**src/rtl/pe_pkg.sv**
```systemverilog
// Shared definitions for the PE input-splitter sequencer.
//   seq_state_t : sequencer FSM states
//   FILT_ROWS   : filter rows loaded per job (rows tagged 1..FILT_ROWS)
//   IFMAP_BITS  : bits in one 5x5 binary ifmap window
//   loc_width() : conv-location field width, i.e. the packet bits left over
//                 once the ifmap window occupies the MSBs
package pe_pkg;

  typedef enum logic [1:0] {
    IDLE      = 2'd0,
    LOAD_FILT = 2'd1,
    STREAM    = 2'd2,
    DRAIN     = 2'd3
  } seq_state_t;

  localparam int FILT_ROWS  = 5;
  localparam int IFMAP_BITS = 25;

  function automatic int loc_width(input int fw);
    return 5 * fw - IFMAP_BITS;
  endfunction

endpackage

```
**src/rtl/pe_out_reg.sv**
```systemverilog
// Single-stage valid/ready pipeline register.
//   clk, rst           : clock, async active-high reset
//   in_valid/in_data   : load request; only taken while in_ready is high
//   in_ready           : register is empty or is being emptied this cycle
//   out_valid/out_data : registered packet, held stable while stalled
//   out_ready          : downstream accepts
// A load and a downstream handshake may coincide, giving 1 packet/cycle.
module pe_out_reg #(
  parameter int W = 8
) (
  input  logic         clk,
  input  logic         rst,
  input  logic         in_valid,
  input  logic [W-1:0] in_data,
  output logic         in_ready,
  output logic         out_valid,
  output logic [W-1:0] out_data,
  input  logic         out_ready
);

  assign in_ready = !out_valid || out_ready;

  always_ff @(posedge clk or posedge rst) begin
    if (rst) begin
      out_valid <= 1'b0;
      out_data  <= '0;
    end else if (in_valid && in_ready) begin
      out_valid <= 1'b1;
      out_data  <= in_data;
    end else if (out_ready) begin
      out_valid <= 1'b0;
    end
  end

endmodule

```
**src/rtl/pe_split_sequencer.sv**
```systemverilog
// Feeds the PE input splitter. Per job: five filter-row packets tagged
// rows 1..5 (skipped on filter reuse), then NUM_LOC ifmap packets carrying
// {ifmap window, conv location}. One valid/ready output channel, registered.
//   clk, rst                      : clock, async active-high reset
//   start, reuse_filter           : job request (sampled in IDLE only)
//   filt_valid/filt_ready/filt_data : filter-row source
//   ifm_valid/ifm_ready/ifm_data  : ifmap-window source
//   out_valid/out_ready/out_data  : packet to splitter
//   out_ifmapb_filter             : 1 = filter packet, 0 = ifmap packet
//   out_filter_row                : 1..5 for filter packets, 0 otherwise
//   busy                          : not IDLE
//   done                          : one-cycle pulse at job completion
module pe_split_sequencer
  import pe_pkg::*;
#(
  parameter int FILTER_WIDTH = 8,
  parameter int NUM_LOC      = 25
) (
  input  logic                      clk,
  input  logic                      rst,
  input  logic                      start,
  input  logic                      reuse_filter,
  input  logic                      filt_valid,
  output logic                      filt_ready,
  input  logic [5*FILTER_WIDTH-1:0] filt_data,
  input  logic                      ifm_valid,
  output logic                      ifm_ready,
  input  logic [IFMAP_BITS-1:0]     ifm_data,
  output logic                      out_valid,
  input  logic                      out_ready,
  output logic [5*FILTER_WIDTH-1:0] out_data,
  output logic                      out_ifmapb_filter,
  output logic [2:0]                out_filter_row,
  output logic                      busy,
  output logic                      done
);

  localparam int PW    = 5 * FILTER_WIDTH;
  localparam int LOC_W = loc_width(FILTER_WIDTH);
  // register payload: {ifmapb_filter, filter_row[2:0], data}
  localparam int RW    = PW + 4;

  seq_state_t        state, state_nxt;
  logic [2:0]        row_cnt, row_cnt_nxt;
  logic [LOC_W-1:0]  loc_cnt, loc_cnt_nxt;
  logic              space;
  logic              filt_hs, ifm_hs;
  logic              ld_valid;
  logic [RW-1:0]     ld_pkt, reg_pkt;

  // Readies follow register space so a source is only taken when the
  // packet can be stored this cycle.
  assign filt_ready = (state == LOAD_FILT) && space;
  assign ifm_ready  = (state == STREAM) && space;
  assign filt_hs    = filt_valid && filt_ready;
  assign ifm_hs     = ifm_valid && ifm_ready;
  assign busy       = (state != IDLE);

  always_ff @(posedge clk or posedge rst) begin
    if (rst) begin
      state   <= IDLE;
      row_cnt <= 3'd1;
      loc_cnt <= '0;
    end else begin
      state   <= state_nxt;
      row_cnt <= row_cnt_nxt;
      loc_cnt <= loc_cnt_nxt;
    end
  end

  always_comb begin
    state_nxt   = state;
    row_cnt_nxt = row_cnt;
    loc_cnt_nxt = loc_cnt;
    ld_valid    = 1'b0;
    ld_pkt      = '0;
    done        = 1'b0;
    case (state)
      IDLE: begin
        if (start) begin
          row_cnt_nxt = 3'd1;
          loc_cnt_nxt = '0;
          state_nxt   = reuse_filter ? STREAM : LOAD_FILT;
        end
      end
      LOAD_FILT: begin
        if (filt_hs) begin
          ld_valid = 1'b1;
          ld_pkt   = {1'b1, row_cnt, filt_data};
          if (row_cnt == 3'(FILT_ROWS)) begin
            row_cnt_nxt = 3'd1;
            state_nxt   = STREAM;
          end else begin
            row_cnt_nxt = row_cnt + 3'd1;
          end
        end
      end
      STREAM: begin
        if (ifm_hs) begin
          ld_valid = 1'b1;
          ld_pkt   = {1'b0, 3'd0, ifm_data, loc_cnt};
          if (loc_cnt == LOC_W'(NUM_LOC - 1)) begin
            loc_cnt_nxt = '0;
            state_nxt   = DRAIN;
          end else begin
            loc_cnt_nxt = loc_cnt + 1'b1;
          end
        end
      end
      DRAIN: begin
        // job ends once the last packet is gone or leaves this cycle
        if (space) begin
          done      = 1'b1;
          state_nxt = IDLE;
        end
      end
      default: state_nxt = IDLE;
    endcase
  end

  pe_out_reg #(.W(RW)) u_out_reg (
    .clk       (clk),
    .rst       (rst),
    .in_valid  (ld_valid),
    .in_data   (ld_pkt),
    .in_ready  (space),
    .out_valid (out_valid),
    .out_data  (reg_pkt),
    .out_ready (out_ready)
  );

  assign out_data          = reg_pkt[PW-1:0];
  assign out_filter_row    = reg_pkt[PW+2:PW];
  assign out_ifmapb_filter = reg_pkt[PW+3];

endmodule

```
**config.mk**
```make
export PLATFORM = sky130hd
export DESIGN_NAME = pe_split_sequencer
export DESIGN_NICKNAME = d
export VERILOG_FILES = /design/src/rtl/pe_pkg.sv /design/src/rtl/pe_out_reg.sv /design/src/rtl/pe_split_sequencer.sv
export SDC_FILE = /design/constraint.sdc
export NUM_CORES = 1
export LEC_CHECK = 0
export ABC_AREA = 0
export BUFFER_PORTS_ARGS = -buffer_cell sky130_fd_sc_hd__buf_2
export CAP_MARGIN = 20
export CORE_MARGIN = 2
export CORE_UTILIZATION = 39
export DETAILED_ROUTE_END_ITERATION = 8
export PLACE_DENSITY = 0.68
export SYNTH_ARGS = -nofsm -noshare
export SYNTH_HDL_FRONTEND = slang
export SYNTH_SLANG_ARGS = --single-unit
export TNS_END_PERCENT = 5
```
**constraint.sdc**
```tcl
create_clock -name clk -period 1.9 [get_ports clk]
set_input_delay 0.285 -clock clk [delete_from_list [all_inputs] [get_ports clk]]
set_output_delay 0.285 -clock clk [all_outputs]
set_load 0.01 [all_outputs]
```
==> metrics.cfg, run 1 <==
[global_routing]
grtUsageMet3_pct = 4.15
grt_max_degree = 46
top_usage_layer = met2
met1_usage_pct = 23.8
overflow = 0
grt_pass1_vias = 2768
antenna_found_initial = 0
grt_use_total_pct = 18.9
use_met2_pct = 31.9
grt_pass1_wl_um = 13300

[worst_setup_path]
critPathSlowestCell = or3_1
critPathLaunchType = register
worstSetupStartpoint = loc_cnt[0]
r2r_end = loc_cnt[4]
r2r_slack_ps = 80
cp.depth = 9
cp_max_fo = 4
critPathMostFrequentCell = buf_4
path_cells = inv_1 -> ha_1 -> nor4b_2 -> buf_4 -> a41oi_2 -> buf_4 -> nand3_1 -> or3_1 -> o21ai_1
critPathKind = reg2reg
reg2reg_depth = 9
cpPeakStageDelay_ps = 360
critPathBufInv = 3
crit_path_end = loc_cnt[4]
r2r_start = loc_cnt[0]
worstPathArrival_ps = 2090
required_ps = 2170
cp_top_family = simple AND/OR/NAND/NOR gates
end_kind = register

[hold_path]
min_path_type = in2reg

[clock_network]
clk_pin_slew_ps = 70
clock_path_buffers = 2
cts_tree = done
clkSinkCount = 65
post_cts_buffers = 0
numCtsBuffers = 9
htreeDepth = 3
cts_root_buf = clkbuf_8
clk_latency_ps = 340

[logic_synthesis]
postSynthCellCount = 290
yosysUniqueCellTypes = 47
synth.area.top_cells = dfrtp_1 (48%), a22o_1 (21%), ha_1 (2.6%)
avgSynthCellArea_um2 = 11.4
ys_ff_latch = 65
synth-compound-area-share_pct = 27.4
yosys_warnings = 0
async_reset_ff_share_pct = 100
synth_top_family_by_area = compound AO/OA/AOI/OAI gates
synth-main-ff-cell = dfrtp_1
seq_area_frac_synth_pct = 49.2
synthTopCellsByCount = a22o_1 (81), dfrtp_1 (64), inv_1 (14)
synth-xor-area-share_pct = 2.65
yosys.area_share.simple_pct = 11.6
synth_mux_area_share_pct = 0.908
synth_edf_count = 0
synthAdderAreaFrac_pct = 2.65
synth_top_cell_by_area = dfrtp_1
syn_area_um2 = 3310
synth_top_cell_area_share_pct = 48.4
yosysMostFrequentCell = a22o_1
syn_nets = 369

[sta]
setup_violations = 0
rsz0062_at_grt = yes
hold_viol_final = 0
worst_pin_slew_ps = 536
slew-limit-headroom_pct = 64.2
clock_skew_ps = 8.41
finalCriticalPeriod_ps = 1820
slew_violations = 0
period_share_pct = 96.0
max_freq_mhz = 548

[routing]
wl_per_cell_um = 16.3
drt-total-wl_um = 8750
via_count = 2920
drtIter0Drc = 101
via_per_inst = 5.43
drc = 0
dr.pass1.iters = 4
antenna_left = 0

[place]
dp.cells = 522
hpwl_um = 6330
place.gp.congestion = 0.855
port_buffers = 120

[power]
leakage_nw = 2.21
combPwrFrac_pct = 52.3
pwr-share-clk_pct = 14.9
cellInternalPower_mw = 3.94
peakVddDrop_v = 0.000819
p_sw_mw = 2.66
swShare_pct = 40.3
p_per_area_nw_per_um2 = 1500
power.share.sequential_pct = 32.9

[floorplanning]
start_util_pct = 40.2
die_w_um = 96.1
dieArea_um2 = 9230
die_h_um = 96.1
io_pins = 121
rows = 33
core-area_um2 = 8220

[finish]
area.growth.synth_to_final_pct = 33.3
diodes = 0
drive_gt1_share_pct = 43.4
instances_no_fill = 538
fin_util_pct = 53.6
fin_nets = 508

[status]
status = complete, no violations

[flow_run]
drv_cap = 0

-- tightest hold or removal path: cells and delay by family --
family	cells	cell delay (ps)
buf+inv	1	100
compound gates	1	70
mux	1	70
simple gates	1	40
-- worst min-delay path by stage --
stage	start	end	cells past startpoint
finish	reuse_filter	state[0]	4
CTS	reuse_filter	state[0]	4
global placement	rst	u_out_reg.out_data[32]	2
floorplan	rst	loc_cnt[0]	1
detailed placement	rst	u_out_reg.out_data[32]	2
global route	filt_data[5]	u_out_reg.out_data[5]	3
-- final cells by class --
class / count / area [µm²]
clock inverters: 6 / 36.3
flip-flops and latches: 65 / 1630
clock buffers: 9 / 124
well taps: 105 / 131
multi-input cells: 190 / 1550
inverters: 15 / 60.1
fillers: 734 / 3810
repair buffers: 148 / 876
-- cell usage in the layout (no fill, tap or decap), types with 2 or more instances in the layout --
cell / count
xor2_1: 4
xnor2_1: 6
clkbuf_8: 9
ha_1: 4
clkinv_2: 4
and3_2: 2
and2_1: 5
buf_12: 5
inv_1: 11
nand4_2: 2
nand3_1: 3
a32o_1: 3
mux2i_1: 3
nand2_1: 12
o21ai_0: 10
nor2_1: 12
nor3b_1: 2
ha_4: 2
nand2b_4: 2
nand4_1: 3
nor2_2: 3
buf_4: 22
nor4b_2: 2
a22o_1: 81
dfrtp_1: 64
buf_2: 120
inv_2: 3
nand3b_1: 4
or3_1: 2
clkinvlp_4: 2
a21oi_1: 2
nor4_1: 2
-- through the flow --
stage               hold slack (ps)  TNS [ps]  area, µm²  total power [mW]  setup slack [ps]
global route                    282     -65.9       4410              7.07             -51.3
finish                          263         0       4410              6.60              76.7
global placement                363      -324       4190              5.45             -38.6
floorplan                       422         0       3310              4.30              86.1
CTS                             253     -16.9       4360              6.54             -16.9
detailed placement              362     -1320       4190              5.51              -142
-- state kept, by name (all words and copies together) (netlist names) --
| name | flops |
|---|---|
| loc_cnt | 15 |
| row_cnt | 3 |
| state | 2 |
| u_out_reg.out_data | 44 |
| u_out_reg.out_valid | 1 |
-- per-layer routing --
layer,up-vias,share of wire [%]
li1,1367,-
met1,1422,43
met2,120,47
met3,11,7.9
met4,0,1.3
met5,-,0
-- repair_timing --
item / 4_1_cts / 5_1_grt
resized for setup: 2 / 10
hold buffers: 1 / 0
endpoints found under the hold margin: 13 / 0
endpoints found under the setup margin: 11 / 53
-- power groups by stage --
stage | Combinational [mW] | Clock, mW | Sequential (mW)
2_1_floorplan | 1.94 | 0 | 2.37
3_3_place_gp | 3.30 | 0 | 2.16
3_5_place_dp | 3.33 | 0 | 2.18
4_1_cts | 3.37 | 1.01 | 2.16
5_1_grt | 3.78 | 1.07 | 2.23
6_report | 3.45 | 0.982 | 2.17
-- logic make-up (layout without fill, tap and decap cells) --
| family | Yosys count | in the layout |
|---|---|---|
| compound gates | 106 | 106 |
| xor+xnor | 10 | 10 |
| fa+ha+maj | 7 | 7 |
| buf+inv | 35 | 178 |
| flops | 65 | 65 |
| mux | 3 | 3 |
| simple gates | 64 | 64 |
No activity file was read; power rests on OpenSTA's default activity.
==> inputs of run 2 (changes only) <==
--- a/config.mk
+++ b/config.mk
@@ -8,7 +8,6 @@
 export ABC_AREA = 0
 export BUFFER_PORTS_ARGS = -buffer_cell sky130_fd_sc_hd__buf_2
 export CAP_MARGIN = 20
-export CORE_MARGIN = 2
 export CORE_UTILIZATION = 39
 export DETAILED_ROUTE_END_ITERATION = 8
 export PLACE_DENSITY = 0.68
==> run 2 against run 1 <==
- non-clock buffer count unchanged
- critical endpoint is now u_out_reg.out_data[7]
- highest routed layer unchanged
- register-to-register slack lost 30 ps
- die area decreased by 4.1%
- via count is 1.6% higher
==> metrics.cfg, run 2 (synthesis results as in run 1) <==
[worst_setup_path]
end_kind = register  ; unchanged
critPathBufInv = 3  ; unchanged
reg2reg_depth = 7  ; was 9
cp_top_family = buffers and inverters  ; was simple AND/OR/NAND/NOR gates
r2r_end = u_out_reg.out_data[7]  ; was loc_cnt[4]
path_cells = inv_2 -> ha_1 -> and3_4 -> buf_12 -> o21ai_4 -> buf_4 -> a22o_1  ; was inv_1 -> ha_1 -> nor4b_2 -> buf_4 -> a41oi_2 -> buf_4 -> nand3_1 -> or3_1 -> o21ai_1
r2r_start = state[1]  ; was loc_cnt[0]
cp_max_fo = 23  ; was 4
critPathKind = reg2reg  ; unchanged
critPathSlowestCell = dfrtp_1  ; was or3_1
required_ps = 2130  ; was 2170 ps
worstSetupStartpoint = state[1]  ; was loc_cnt[0]
cpPeakStageDelay_ps = 440  ; was 360 ps
r2r_slack_ps = 50  ; was 80 ps
critPathLaunchType = register  ; unchanged
worstPathArrival_ps = 2080  ; was 2090 ps

[finish]
diodes = 0  ; unchanged
max_flop_register = u_out_reg.out_data  ; unchanged
nFillCells = 707  ; was 734
layout_common_cells = buf_2 (120), a22o_1 (81), dfrtp_1 (64), buf_4 (22)  ; unchanged
largest_reg_flops = 44  ; unchanged
reg_top3 = u_out_reg.out_data (44), loc_cnt (15), row_cnt (3)  ; unchanged
final_common_cell = buf_2  ; unchanged
area.growth.synth_to_final_pct = 37.6  ; was 33.3%
drive_gt1_share_pct = 44.0  ; was 43.4%
fin_nets = 508  ; unchanged

[routing]
via_count = 2967  ; was 2920
wl_per_cell_um = 16.4  ; was 16.3 µm
dr.pass1.iters = 4  ; unchanged
antenna_left = 0  ; unchanged
drt-total-wl_um = 8860  ; was 8750 µm
via_per_inst = 5.50  ; was 5.43
drtIter0Drc = 192  ; was 101
drc = 0  ; unchanged

[sta]
fin_tns_setup_ps = 0  ; unchanged
slew-limit-headroom_pct = 77.3  ; was 64.2%
slew_violations = 0  ; unchanged
max_freq_mhz = 540  ; was 548 MHz
clock_skew_ps = 7.59  ; was 8.41 ps
rsz0062_at_grt = yes  ; unchanged
hold_viol_final = 0  ; unchanged
setup_violations = 0  ; unchanged
hold_slack_ps = 19.4  ; was 263 ps
finalCriticalPeriod_ps = 1850  ; was 1820 ps
worst_pin_slew_ps = 338  ; was 536 ps
period_share_pct = 97.4  ; was 96.0%

[power]
p_per_area_nw_per_um2 = 1610  ; was 1500 nW/µm²
p_sw_mw = 2.76  ; was 2.66 mW
leakage_nw = 2.26  ; was 2.21 nW
pwr-share-clk_pct = 21.9  ; was 14.9%
swShare_pct = 37.6  ; was 40.3%
cellInternalPower_mw = 4.57  ; was 3.94 mW
peakVddDrop_v = 0.000740  ; was 0.000819 V
power.share.sequential_pct = 29.5  ; was 32.9%
combPwrFrac_pct = 48.6  ; was 52.3%

[hold_path]
min_path_type = in2async  ; was in2reg

[floorplanning]
start_util_pct = 40.2  ; unchanged
dieArea_um2 = 8850  ; was 9230 µm²
die_w_um = 94.1  ; was 96.1 µm
die_h_um = 94.1  ; was 96.1 µm
core-area_um2 = 8220  ; unchanged
rows = 33  ; unchanged
io_pins = 121  ; unchanged

[clock_network]
post_cts_buffers = 0  ; unchanged
cts_tree = done  ; unchanged
clock_path_buffers = 2  ; unchanged
clkSinkCount = 65  ; unchanged
clk_pin_slew_ps = 80  ; was 70 ps
htreeDepth = 3  ; unchanged
numCtsBuffers = 9  ; unchanged
clk_latency_ps = 340  ; about the same
cts_root_buf = clkbuf_8  ; unchanged

[global_routing]
grt_pass1_wl_um = 13200  ; was 13300 µm
overflow = 0  ; unchanged
grt_pass1_vias = 2714  ; was 2768
antenna_found_initial = 0  ; unchanged
grt_use_total_pct = 19.4  ; was 18.9%
grt_max_degree = 66  ; was 46

[place]
place.gp.congestion = 0.818  ; was 0.855
hpwl_um = 5880  ; was 6330 µm
port_buffers = 120  ; unchanged

[flow_run]
drv_cap = 0  ; unchanged

[status]
status = complete, no violations  ; unchanged

## run 2: through the flow
stage / area [µm²] / utilization [%] / cells / power, mW / setup WS (ps)
floorplan: 3310 / - / 290 / 4.30 / 86.1
global placement: 4160 / 50.6 / 522 / 5.42 / -29.7
detailed placement: 4160 / 50.6 / 522 / 5.50 / -160
CTS: 4440 / 54.0 / 538 / 7.13 / -37.0
global route: 4550 / 55.4 / 539 / 7.74 / -49.5
finish: 4550 / 55.4 / 539 / 7.33 / 49.8
## run 2: area by class of cell
type / count / area (µm²) / area share (%)
Multi-Input combinational cell: 190 / 1580 / 34.8
Timing Repair Buffer: 148 / 873 / 19.2
Sequential cell: 65 / 1630 / 35.8
Clock buffer: 10 / 138 / 3.03
Tap cell: 105 / 131 / 2.89
Inverter: 15 / 60.1 / 1.32
Clock inverter: 6 / 138 / 3.03
## run 2: how the worst max path moves through the flow
| stage | endpoint | depth (start not counted) |
|---|---|---|
| final | u_out_reg.out_data[7] | 7 |
| after global routing | loc_cnt[4] | 9 |
| after CTS | loc_cnt[9] | 7 |
| after detailed placement | loc_cnt[5] | 7 |
| after global placement | loc_cnt[13] | 7 |
| after floorplan | loc_cnt[9] | 7 |
## run 2: worst reg2reg max path: cells and delay by family (launching register included)
kind	cells	cell delay, ps
AOI/OAI and AO/OA	2	360
and+or+nand+nor	1	240
DFF	1	440
buffers and inverters	3	510
adders and majority gates	1	200
## run 2: per-layer routing
layer	GRT usage, %	part of all wire [%]
met1	25.5	45
met5	0	0
met3	4.53	7.1
met4	8.59	1.8
met2	30.4	47
## run 2: what timing repair did
item / CTS / global route
hold buffers: 0 / 0
cloned: 0 / 1
endpoints found under the setup margin: 11 / 57
gates resized for setup: 1 / 18
## run 2: power by group through the flow
| stage | Clock (mW) | Combinational [mW] | Sequential, mW |
|---|---|---|---|
| after global placement | 0 | 3.27 | 2.15 |
| after detailed placement | 0 | 3.32 | 2.18 |
| after floorplan | 0 | 1.94 | 2.37 |
| final | 1.60 | 3.56 | 2.16 |
| after global routing | 1.68 | 3.84 | 2.22 |
| after CTS | 1.63 | 3.36 | 2.15 |
